## src/rtl/ci_issue_sequencer.sv

```systemverilog
// Custom-instruction issue sequencer: buffers operands, issues one per cycle to a fixed-latency unit,
// collects in-order results. Define CI_ISSUE_PERF_EN to add issue/completion/busy counters.
module ci_issue_sequencer #(
    parameter int DATA_W    = 32,
    parameter int OP_DEPTH  = 4,
    parameter int RES_DEPTH = 16,
    parameter int TIMEOUT   = 64
) (
    input  logic              clock,
    input  logic              aclr_n,
    input  logic              clk_en,
    input  logic              in_valid,
    output logic              in_ready,
    input  logic [DATA_W-1:0] in_data,
    output logic              out_valid,
    input  logic              out_ready,
    output logic [DATA_W-1:0] out_data,
    output logic              ci_clk_en,
    output logic              ci_aclr,
    output logic              ci_start,
    output logic [DATA_W-1:0] ci_dataa,
    input  logic [DATA_W-1:0] ci_result,
    input  logic              ci_done,
    output logic              busy,
`ifdef CI_ISSUE_PERF_EN
    output logic [15:0]       perf_issued,
    output logic [15:0]       perf_completed,
    output logic [23:0]       perf_busy_cycles,
`endif
    output logic              err_timeout
);
    localparam int OP_AW  = $clog2(OP_DEPTH);
    localparam int RES_AW = $clog2(RES_DEPTH);
    localparam int CNT_W  = RES_AW + 1;
    localparam int TMO_W  = $clog2(TIMEOUT + 1);

    logic [DATA_W-1:0] op_mem_q  [OP_DEPTH];
    logic [DATA_W-1:0] res_mem_q [RES_DEPTH];

    logic [OP_AW-1:0]  op_wr_q, op_wr_d, op_rd_q, op_rd_d;
    logic [OP_AW:0]    op_cnt_q, op_cnt_d;
    logic [RES_AW-1:0] res_wr_q, res_wr_d, res_rd_q, res_rd_d;
    logic [CNT_W-1:0]  res_cnt_q, res_cnt_d;
    logic [CNT_W-1:0]  outstanding_q, outstanding_d;
    logic [TMO_W-1:0]  tmo_q, tmo_d;
    logic              err_q, err_d;
    logic              aclr_hold_q, aclr_hold_d;
    logic              ci_start_q, ci_start_d;
    logic [DATA_W-1:0] ci_dataa_q, ci_dataa_d;
`ifdef CI_ISSUE_PERF_EN
    logic [15:0]       perf_issued_q, perf_issued_d;
    logic [15:0]       perf_completed_q, perf_completed_d;
    logic [23:0]       perf_busy_q, perf_busy_d;
`endif

    logic op_full, op_push, issue, done_acc, res_pop, abort, credit_ok;

    always_comb begin
        op_full   = (op_cnt_q == (OP_AW+1)'(OP_DEPTH));
        in_ready  = aclr_n && !op_full;
        out_valid = aclr_n && (res_cnt_q != '0);
        busy      = aclr_n && ((op_cnt_q != '0) || (outstanding_q != '0));
        op_push   = clk_en && in_valid && in_ready;
        done_acc  = clk_en && ci_done && (outstanding_q != '0);
        res_pop   = clk_en && out_valid && out_ready;
        // Results in the FIFO plus those still in the unit may never exceed the FIFO size.
        credit_ok = ({1'b0, outstanding_q} + {1'b0, res_cnt_q}) < (CNT_W+1)'(RES_DEPTH);
        abort     = clk_en && (outstanding_q != '0) && !ci_done && (tmo_q == TMO_W'(TIMEOUT - 1));
        issue     = clk_en && (op_cnt_q != '0) && credit_ok && !abort;

        op_wr_d  = op_wr_q + OP_AW'(op_push);
        op_rd_d  = abort ? op_wr_q : op_rd_q + OP_AW'(issue);
        op_cnt_d = abort ? (OP_AW+1)'(op_push)
                         : op_cnt_q + (OP_AW+1)'(op_push) - (OP_AW+1)'(issue);

        res_wr_d  = res_wr_q + RES_AW'(done_acc);
        res_rd_d  = res_rd_q + RES_AW'(res_pop);
        res_cnt_d = res_cnt_q + CNT_W'(done_acc) - CNT_W'(res_pop);

        outstanding_d = abort ? '0 : outstanding_q + CNT_W'(issue) - CNT_W'(done_acc);
        tmo_d         = (done_acc || (outstanding_q == '0) || abort) ? '0 : tmo_q + 1'b1;
        err_d         = err_q || abort;
        aclr_hold_d   = abort;
        ci_start_d    = issue;
        ci_dataa_d    = issue ? op_mem_q[op_rd_q] : ci_dataa_q;
`ifdef CI_ISSUE_PERF_EN
        perf_issued_d    = perf_issued_q + 16'(issue);
        perf_completed_d = perf_completed_q + 16'(done_acc);
        perf_busy_d      = perf_busy_q + 24'(busy);
`endif
    end

    always_ff @(posedge clock) begin
        if (!aclr_n) begin
            op_wr_q       <= '0;
            op_rd_q       <= '0;
            op_cnt_q      <= '0;
            res_wr_q      <= '0;
            res_rd_q      <= '0;
            res_cnt_q     <= '0;
            outstanding_q <= '0;
            tmo_q         <= '0;
            err_q         <= 1'b0;
            aclr_hold_q   <= 1'b1;
            ci_start_q    <= 1'b0;
            ci_dataa_q    <= '0;
`ifdef CI_ISSUE_PERF_EN
            perf_issued_q    <= '0;
            perf_completed_q <= '0;
            perf_busy_q      <= '0;
`endif
        end else if (clk_en) begin
            op_wr_q       <= op_wr_d;
            op_rd_q       <= op_rd_d;
            op_cnt_q      <= op_cnt_d;
            res_wr_q      <= res_wr_d;
            res_rd_q      <= res_rd_d;
            res_cnt_q     <= res_cnt_d;
            outstanding_q <= outstanding_d;
            tmo_q         <= tmo_d;
            err_q         <= err_d;
            aclr_hold_q   <= aclr_hold_d;
            ci_start_q    <= ci_start_d;
            ci_dataa_q    <= ci_dataa_d;
`ifdef CI_ISSUE_PERF_EN
            perf_issued_q    <= perf_issued_d;
            perf_completed_q <= perf_completed_d;
            perf_busy_q      <= perf_busy_d;
`endif
        end
    end

    // Storage arrays need no reset; pointers and counts define what is valid.
    always_ff @(posedge clock) begin
        if (aclr_n && op_push)
            op_mem_q[op_wr_q] <= in_data;
        if (aclr_n && done_acc)
            res_mem_q[res_wr_q] <= ci_result;
    end

    always_comb begin
        out_data    = res_mem_q[res_rd_q];
        ci_clk_en   = clk_en;
        ci_aclr     = !aclr_n || aclr_hold_q;
        ci_start    = aclr_n && clk_en && ci_start_q;
        ci_dataa    = aclr_n ? ci_dataa_q : '0;
        err_timeout = err_q;
`ifdef CI_ISSUE_PERF_EN
        perf_issued      = perf_issued_q;
        perf_completed   = perf_completed_q;
        perf_busy_cycles = perf_busy_q;
`endif
    end

endmodule

```

## config.mk

```make
export PLATFORM = sky130hd
export DESIGN_NAME = ci_issue_sequencer
export DESIGN_NICKNAME = d
export VERILOG_FILES = /design/src/rtl/ci_issue_sequencer.sv
export SDC_FILE = /design/constraint.sdc
export NUM_CORES = 1
export LEC_CHECK = 0
export CORE_ASPECT_RATIO = 0.9
export CORE_MARGIN = 3
export CORE_UTILIZATION = 53
export CTS_CLUSTER_SIZE = 16
export DETAILED_ROUTE_END_ITERATION = 10
export PLACE_DENSITY_LB_ADDON = 0.3
export SYNTH_ARGS = -nofsm -noshare
export SYNTH_HDL_FRONTEND = slang
export SYNTH_SLANG_ARGS = --single-unit
```

## constraint.sdc

```tcl
create_clock -name clock -period 5.4 [get_ports clock]
set_input_delay 1.08 -clock clock [delete_from_list [all_inputs] [get_ports clock]]
set_output_delay 1.08 -clock clock [all_outputs]
set_load 0.01 [all_outputs]
```

==> results_dict.tcl <==
set metrics [dict create \
    outcome "finished clean" \
    gr-total-overflow 0 \
    crit_path_cell_trace "buf_12 -> mux4_2 -> mux4_2 -> clkdlybuf4s50_1" \
    hold_path_startpoint "ci_dataa_q[16]" \
    gp_congestion 0.745 \
    clockRootBuffer "clkbuf_16" \
    numCtsBuffers 71 \
    netlist_top_cells_count "640 x edfxtp_1, 192 x mux4_2, 87 x nand2_1" \
    core-area_mm2 0.0507 \
    start_util 0.541 \
    p_per_area_mw_per_mm2 365 \
    clock_skew_ps 21.3 \
    drive_gt1_frac 0.230 \
    grt_pass1_wl_um 83500 \
    cp-start-kind "flip-flop" \
    wl_per_cell_um 24.4 \
    wl_um 54500 \
    synth_nets 1413 \
    synth_top_area_frac 0.700 \
    die_y_um 222 \
    synth_cell_type_count 45 \
    min_period_over_period 0.835 \
    netlist_top_cells_area "edfxtp_1 70%, mux4_2 16%, dfxtp_1 5.2%" \
    vias 13000 \
    min-delay-path-class "flip-flop to flip-flop" \
    die_width_um 246 \
    worstPathRequired_ps 4320 \
    seq_area_frac_synth 0.752 \
    io_pins 141 \
    synthesis.area_mm2 0.0274 \
    finalHoldViolations 0 \
    clk_latency_ps 610 \
    ctsResizeCount 0 \
    rsz0062_at_grt "no" \
    synth_top_area_cell "edfxtp_1" \
    finalNetCount 1601 \
    vdd_drop_max_mv 0.289 \
    relSlewSlack 0.391 \
    crit_fanout 34 \
    worst-setup-path-type "flip-flop to output port" \
    setup_viol 0 \
    drt_iter0_drc 1097 \
    syn_inst 1315 \
    antennaDiodeCount 0 \
    synth_warnings 0 \
    area_growth_pct 17.6 \
    grt_pass1_vias 13700 \
    period_minus_slack_ps 4510 \
    critPathCaptureType "output port" \
    yosysMostFrequentCell "edfxtp_1" \
    cpPeakStageDelay_ps 800 \
    synthFlopType "edfxtp_1" \
    tns_ps 0 \
    placementRows 78 \
    ctsHoldBuffers 0 \
    drv_cap 0 \
    dieArea_mm2 0.0545 \
    antenna_found_initial 4 \
    antenna_left 0 \
    drt_first_pass_iters 5 \
    synth_edf_count 640 \
    via_per_inst 5.82 \
    gr-usage-all-layers 0.206 \
    clkTransAtPathRegs_ps 60 \
    power_mw 11.8 \
    post_cts_buffers 0 \
    report.final.slew_viol_count 0 \
    fmax_mhz 222 \
    htree_levels 3 \
    worstReg2RegStart "outstanding_q[3]" \
    synth.avg_cell_area_um2 20.9 \
    grt_max_degree 73 \
    io_buffers 140 \
    cts_buffer_depth 3 \
    cts.sinks 711 \
    cp_common_cell "mux4_2" \
    cp_slowest_cell "dfxtp_4" \
    drc 0 \
    cts_tree "done" \
    worst_pin_slew_ps 914 \
    hpwl_um 30200 \
    power.leakage_nw 10.4 \
    postSynth.asyncResetShare 0 \
    synth_seq_cells 711 \
    worstPathArrival_ps 3430 \
]
[power breakdown]
part	total [mW]	switching (mW)	internal, mW
clock	4.75	1.96	2.79
combinational	0.884	0.439	0.446
sequential	6.15	0.0567	6.09
[worst max-delay path, delay by kind of cell (launching register included)]
family,cells,cell delay [ps]
buffers and inverters,2,970
flip-flops,1,800
multiplexers,2,1030
[cell usage in the layout (no fill, tap or decap), types with 8 or more instances in the layout]
cell type	netlist	layout
clkinv_1	0	15
nor2_4	0	12
buf_12	0	14
clkbuf_1	43	16
dfxtp_1	71	66
clkdlybuf4s50_1	0	139
and2_1	11	11
clkinv_2	0	9
mux4_2	192	192
nand2_1	87	87
nand2b_1	8	8
buf_4	1	27
clkbuf_16	0	74
xnor2_1	11	11
mux2i_1	40	40
nor2b_1	12	12
nor2_1	26	13
ha_1	25	25
inv_1	52	52
edfxtp_1	640	640
[cell type report]
| type | instances | area (um2) |
|---|---|---|
| fillers | 3380 | 18500 |
| multi-input cells | 486 | 6430 |
| flip-flops and latches | 711 | 20700 |
| repair buffers | 181 | 1880 |
| clock buffers | 93 | 1950 |
| inverters | 52 | 195 |
| clock inverters | 34 | 304 |
| well taps | 680 | 851 |
[path summary, 6_finish.rpt]
| check | to | slack (ps) | depth (start not counted) |
|---|---|---|---|
| max | out_data[2] | 890 | 4 |
| min | ci_dataa_q[16] | 470 | 2 |
| max reg2reg | op_cnt_q[2] | 1350 | 16 |
| min reg2reg | ci_dataa_q[16] | 470 | 2 |
[sequential cells by signal, summed over array words and instances (netlist names), named ones only]
name	cells
ci_dataa_q	32
outstanding_q	5
aclr_hold_q	1
res_mem_q	512
res_wr_q	4
res_rd_q	4
ci_start_q	1
op_wr_q	2
res_cnt_q	5
op_rd_q	2
op_cnt_q	3
tmo_q	7
err_timeout	1
op_mem_q	128
[kinds of logic after synthesis]
family          after synthesis  share of synthesized area
compound gates               33                    0.00834
flops                       711                      0.752
xor+xnor                     15                    0.00479
fa+ha+maj                    28                     0.0136
buf+inv                     118                     0.0181
mux                         232                      0.172
simple gates                178                     0.0309
[per-stage QoR]
step	area (um2)	worst slack (ps)	util	hold WS, ps	instances
2_1_floorplan	27400	900	-	443	1315
3_3_place_gp	30000	740	0.591	449	2110
3_5_place_dp	30000	647	0.591	455	2110
4_1_cts	32300	794	0.636	471	2237
5_1_grt	32300	688	0.636	487	2237
6_report	32300	889	0.636	467	2237
[layer usage]
metal | part of all wire | GRT usage
met1 | 0.41 | 0.278
met2 | 0.50 | 0.335
met3 | 0.063 | 0.0539
met4 | 0.022 | 0.0569
met5 | 0.00099 | 0
No activity file was read; power rests on OpenSTA's default activity.
==> RTL change 1, RTL diff (config.mk and constraints unchanged) <==
Set the parameter `DATA_W` to 64 (it was 32).
--- a/src/rtl/ci_issue_sequencer.sv
+++ b/src/rtl/ci_issue_sequencer.sv
@@ -1,7 +1,7 @@
 // Custom-instruction issue sequencer: buffers operands, issues one per cycle to a fixed-latency unit,
 // collects in-order results. Define CI_ISSUE_PERF_EN to add issue/completion/busy counters.
 module ci_issue_sequencer #(
-    parameter int DATA_W    = 32,
+    parameter int DATA_W    = 64,
     parameter int OP_DEPTH  = 4,
     parameter int RES_DEPTH = 16,
     parameter int TIMEOUT   = 64
Interface: changed (resized ci_dataa, ci_result, in_data and out_data); port bits go from 141 to 269. The function was not compared with the original's and may differ.
==> RTL change 1 against the unedited design <==
  * Critical path type unchanged
  * Sequential power increased by 95%
  * Area after synthesis increased by 92%
  * Worst setup slack worse by 0.17 ns
  * Via count rose by 90%
  * Cell area increased by 91%
  * Combinational power up 86%
  * Power is 94% higher
  * Largest power group unchanged
  * Clock power increased by 93%
  * Largest cell class unchanged
  * Routed wire length up 100%
  * Sequential cell count grew 672
==> RTL change 1: results (changes against the unedited design) <==
• status: completed, unchanged
• count of input and output buffers: 268, was 140
• Worst path top cell family by delay: multiplexers, unchanged
• Critical Path Fanout Max: 28, was 34
• worst clock skew on the final layout: 0.0303 ns, was 0.0213 ns
• biggest registers after layout: res_mem_q x1024, op_mem_q x256, ci_dataa_q x64, was res_mem_q x512, op_mem_q x128, ci_dataa_q x32
• number of distinct library cells after synthesis: 47, was 45
• routed length on met2: 56000 µm, was 27400 µm
• post-route met1 wirelength: 43600 µm, was 22400 µm
• source-to-sink clock delay at the later pin of the worst-skew pair: 0.73 ns, was 0.61 ns
• drt pass-1 iters: 6, was 5
• Synthesized Nets: 2535, was 1413
• total number of vias: 24800, was 13000
• switching share of power: 21.4%, was 20.8%
• EDFF count, synth: 1280, was 640
• worst-case vdd ir drop: 0.357 mV, was 0.289 mV
• H-tree levels: 4, was 3
• total track usage: 21.9%, was 20.6%
• Crit path largest cell delay: 0.78 ns, was 0.80 ns
• Post-Route WL: 111000 µm, was 54500 µm
• HPWL Detailed: 58200 µm, was 30200 µm
• Power Dens Cells: 371 mW/mm², was 365 mW/mm²
• arrival time of data at the critical path endpoint: 3.60 ns, was 3.43 ns
• post-place instance area: 0.0572 mm², was 0.0300 mm²
• count of filler cells inserted in the layout: 6650, was 3380
• met2 Track Usage GR: 35.8%, was 33.5%
• global-route wire length before repair: 168000 µm, was 83500 µm
• initial antenna violation count: 13, was 4
• final weighted congestion in routability-driven placement: 0.744, was 0.745
• number of nets in the finished design: 2876, was 1601
• pin count of the biggest net entering global routing: 127, was 73
• routed length on met3: 9080 µm, was 3450 µm
• DRC marker count from the first detailed-route iteration: 2422, was 1097
• main area contributors after synthesis: edfxtp_1 73%, mux4_2 15%, dfxtp_1 3.9%, mux4_1 1.6%, nand3_1 0.68%, was edfxtp_1 70%, mux4_2 16%, dfxtp_1 5.2%, mux2i_1 1.5%, nand2_1 1.2%
• leading post-synthesis cells by instance count: 1280 x edfxtp_1, 352 x mux4_2, 103 x dfxtp_1, was 640 x edfxtp_1, 192 x mux4_2, 87 x nand2_1
• pin slew with the least headroom to its limit: 1.03 ns, was 0.914 ns
• fraction of met1 tracks used by global routing: 29.9%, was 27.8%
• setup slack at placement: 0.851 ns, was 0.647 ns
• share of post-route cells with drive strength above 1: 22.4%, was 23.0%
RTL change 1: final cells by class:
cell class	count	share of cell area, %
tap	1332	2.71
clock buffer	175	6.02
inverter	85	0.518
multi-input combinational	780	18.3
clock inverter	76	1.08
sequential	1383	65.8
timing repair buffer	326	5.56
antenna	6	0.0244
RTL change 1: logic make-up after synthesis:
kind of cell               count (synthesis)  synth area share (%)
DFF                                     1383                  76.9
muxes                                    392                  16.8
and+or+nand+nor                          245                  2.28
buffers and inverters                    210                  2.05
AOI/OAI and AO/OA                        102                  1.10
adders and majority gates                 28                 0.708
xor gates and xnor gates                  13                 0.216
RTL change 1: worst paths after layout:
kind	end	start	slack (ns)	cells past startpoint
worst min-delay path	ci_dataa_q[25]$_SDFFE_PN0P_	ci_dataa_q[25]$_SDFFE_PN0P_	0.46	2
worst max-delay path	out_data[55]	register	0.72	4
worst max register to register	op_cnt_q[2]$_SDFFE_PN0P_	outstanding_q[4]$_SDFFE_PN0P_	2.07	13
worst min register to register	ci_dataa_q[25]$_SDFFE_PN0P_	ci_dataa_q[25]$_SDFFE_PN0P_	0.46	2
RTL change 1: power groups by stage:
stage | logic, W | registers [W] | clock network (W)
after floorplan | 0.00101 | 0.0122 | 0
after global placement | 0.00161 | 0.0123 | 0
after detailed placement | 0.00165 | 0.0123 | 0
after CTS | 0.00167 | 0.0120 | 0.00938
after global routing | 0.00180 | 0.0121 | 0.00980
final | 0.00164 | 0.0120 | 0.00915
RTL change 1: per-stage QoR:
step | power, W | instances | hold slack, ns
final | 0.0228 | 4163 | 0.456
after global routing | 0.0237 | 4159 | 0.472
after CTS | 0.0231 | 4157 | 0.460
after detailed placement | 0.0139 | 3906 | 0.451
after global placement | 0.0139 | 3906 | 0.450
after floorplan | 0.0132 | 2373 | 0.436
==> RTL change 2, RTL diff (same flow settings) <==
Without the edit above. Register the output `err_timeout`; this adds one clock of latency there. The other outputs are not delayed to match.
--- a/src/rtl/ci_issue_sequencer.sv
+++ b/src/rtl/ci_issue_sequencer.sv
@@ -33,6 +33,8 @@
     localparam int RES_AW = $clog2(RES_DEPTH);
     localparam int CNT_W  = RES_AW + 1;
     localparam int TMO_W  = $clog2(TIMEOUT + 1);
+
+    logic err_timeout_d;
 
     logic [DATA_W-1:0] op_mem_q  [OP_DEPTH];
     logic [DATA_W-1:0] res_mem_q [RES_DEPTH];
@@ -144,7 +146,7 @@
         ci_aclr     = !aclr_n || aclr_hold_q;
         ci_start    = aclr_n && clk_en && ci_start_q;
         ci_dataa    = aclr_n ? ci_dataa_q : '0;
-        err_timeout = err_q;
+        err_timeout_d = err_q;
 `ifdef CI_ISSUE_PERF_EN
         perf_issued      = perf_issued_q;
         perf_completed   = perf_completed_q;
@@ -152,5 +154,9 @@
 `endif
     end
 
+    always_ff @(posedge clock) begin
+        err_timeout <= err_timeout_d;
+    end
+
 endmodule
 
Function: same outputs for any inputs over 4 cycles, from zero or initial values; that may be too few to reach the edited logic, so the function may still have changed.
==> RTL change 2 against the unedited design <==
  * First-iteration DRC count rose by 4.8%
  * Clock power fell by 3%
  * Sequential cell count rose by 1
  * Power fell by 1.0%
  * Global-route usage rose by 0.58 points
  * Routed wire length rose by 2.9%
  * Combinational power rose by 1%
  * Worst setup slack improved by 0.053 ns
  * Cell area fell by 0.34%
  * Utilization fell by 0.34 points
  * Area after synthesis barely moved
  * Critical endpoint is now op_cnt_q[2]$_SDFFE_PN0P_
  * Highest routed layer unchanged
==> RTL change 2: results (changes against the unedited design) <==
• Leakage Power: 10.4 nW, about the same
• status: completed, unchanged
• final weighted congestion in routability-driven placement: 0.740, was 0.745
• setup slack at placement: 0.352 ns, was 0.647 ns
• Post-CTS Setup Bufs: 0, unchanged
• type of the most critical hold path: reg2reg, unchanged
• Worst path top cell family by delay: simple AND/OR/NAND/NOR gates, was multiplexers
• drt pass-1 iters: 6, was 5
• number of gates given a new drive strength after cts: 0, unchanged
• maximum frequency from static timing analysis: 0.224 GHz, was 0.222 GHz
• DRC marker count from the first detailed-route iteration: 1150, was 1097
• pin count of the biggest net entering global routing: 54, was 73
• main area contributors after synthesis: edfxtp_1 70%, mux4_2 16%, dfxtp_1 5.2%, mux2i_1 1.5%, nand2_1 1.2%, unchanged
• initial antenna violation count: 5, was 4
• arrival time of data at the critical path endpoint: 5.00 ns, was 3.43 ns
• internal power: 0.00918 W, was 0.00933 W
• total number of vias: 13200, was 13000
• worst-case vdd ir drop: 0.309 mV, was 0.289 mV
• reg2reg start: outstanding_q[3]$_SDFFE_PN0P_, unchanged
• HPWL Detailed: 30700 µm, was 30200 µm
• Worst Setup EP: op_cnt_q[2]$_SDFFE_PN0P_, was out_data[2]
• leading post-synthesis cells by instance count: 640 x edfxtp_1, 192 x mux4_2, 87 x nand2_1, unchanged
• Critical Path Fanout Max: 35, was 34
• Synthesis Warnings: 0, unchanged
• via-per-instance ratio: 5.89, was 5.82
• Synthesized Nets: 1414, was 1413
• Post-Route WL: 56100 µm, was 54500 µm
• count of input and output buffers: 140, unchanged
• number of global-route vias before repair: 14000, was 13700
• cell total after placement: 2117, was 2110
• tightest slew margin relative to the limit: 33.8%, was 39.1%
• total track usage: 21.1%, was 20.6%
• cells after synthesis: 1316, was 1315
• Crit path largest cell delay: 0.73 ns, was 0.80 ns
• Clock power frac: 39.6%, was 40.3%
• share of post-route cells with drive strength above 1: 23.6%, was 23.0%
• Worst Hold End: err_timeout$_DFF_P_, was ci_dataa_q[16]$_SDFFE_PN0P_
• Seq/Total Area, Yosys: 75.2%, about the same
• biggest registers after layout: res_mem_q x512, op_mem_q x128, ci_dataa_q x32, unchanged
• worst clock skew on the final layout: 0.0268 ns, was 0.0213 ns
• Reg2Reg Setup Slack: 1.33 ns, was 1.35 ns
• global-route wire length before repair: 85700 µm, was 83500 µm
• buffer type at the clock tree root: clkbuf_16, unchanged
• EDFF count, synth: 640, unchanged
• Power Dens Cells: 363 mW/mm², was 365 mW/mm²
• number of nets in the finished design: 1606, was 1601
• post-place instance area: 0.0300 mm², about the same
• number of instances on the worst hold path: 0, was 2
• Inserted Clock Buffers: 69, was 71
• cell at the slowest stage of the critical path: clkdlybuf4s50_1, was dfxtp_4
• clock-pin slew on the worst setup and hold paths: 0.06 ns, about the same
• Worst Hold Launch: err_q$_SDFFE_PN0P_, was ci_dataa_q[16]$_SDFFE_PN0P_
• final worst hold slack: 0.354 ns, was 0.467 ns
RTL change 2: cell types whose count changed in the layout (fill, tap and decap cells not counted), sizes merged:
cell,before,now
diode,0,2
dfxtp,71,72
inv,55,57
bufinv,5,4
clkbuf,93,87
buf,42,48
clkinv,25,27
RTL change 2: cell families (layout without fill, tap and decap cells):
| group | Yosys count | count (layout) | synth area share, % |
|---|---|---|---|
| mux | 232 | 232 | 17.2 |
| fa+ha+maj | 28 | 28 | 1.36 |
| buf+inv | 118 | 363 | 1.81 |
| compound gates | 33 | 33 | 0.834 |
| other cells | 0 | 2 | 0 |
| simple gates | 178 | 178 | 3.08 |
| flops | 712 | 712 | 75.2 |
| xor+xnor | 15 | 15 | 0.478 |
RTL change 2: final cells by class:
class / count / area (µm²)
sequential: 712 / 20700
fill: 3360 / 18700
multi-input combinational: 486 / 6430
timing repair buffer: 187 / 1850
clock buffer: 87 / 1850
tap: 680 / 851
clock inverter: 37 / 304
inverter: 52 / 195
antenna: 2 / 5.00
RTL change 2: metal layers:
metal | track usage, % | share of wire [%] | up-vias
met3 | 5.79 | 7.0 | 110
met2 | 34.9 | 51 | 449
met5 | 0 | 0.073 | -
met4 | 5.73 | 2.3 | 6
met1 | 28.0 | 40 | 6940
li1 | - | - | 5712
RTL change 2: worst register-to-register path, cell delays in order (launching register included):
cell and delay (ns):
dfxtp_1 0.33, inv_1 0.12, ha_1 0.16, nor4b_2 0.42, or4_1 0.40, nand2_2 0.21
a211oi_4 0.22, buf_4 0.58, ha_1 0.35, inv_1 0.06, ha_1 0.13, inv_1 0.05
fa_1 0.40, xnor2_1 0.19, nand2_1 0.07, a21boi_0 0.19, o21a_1 0.13
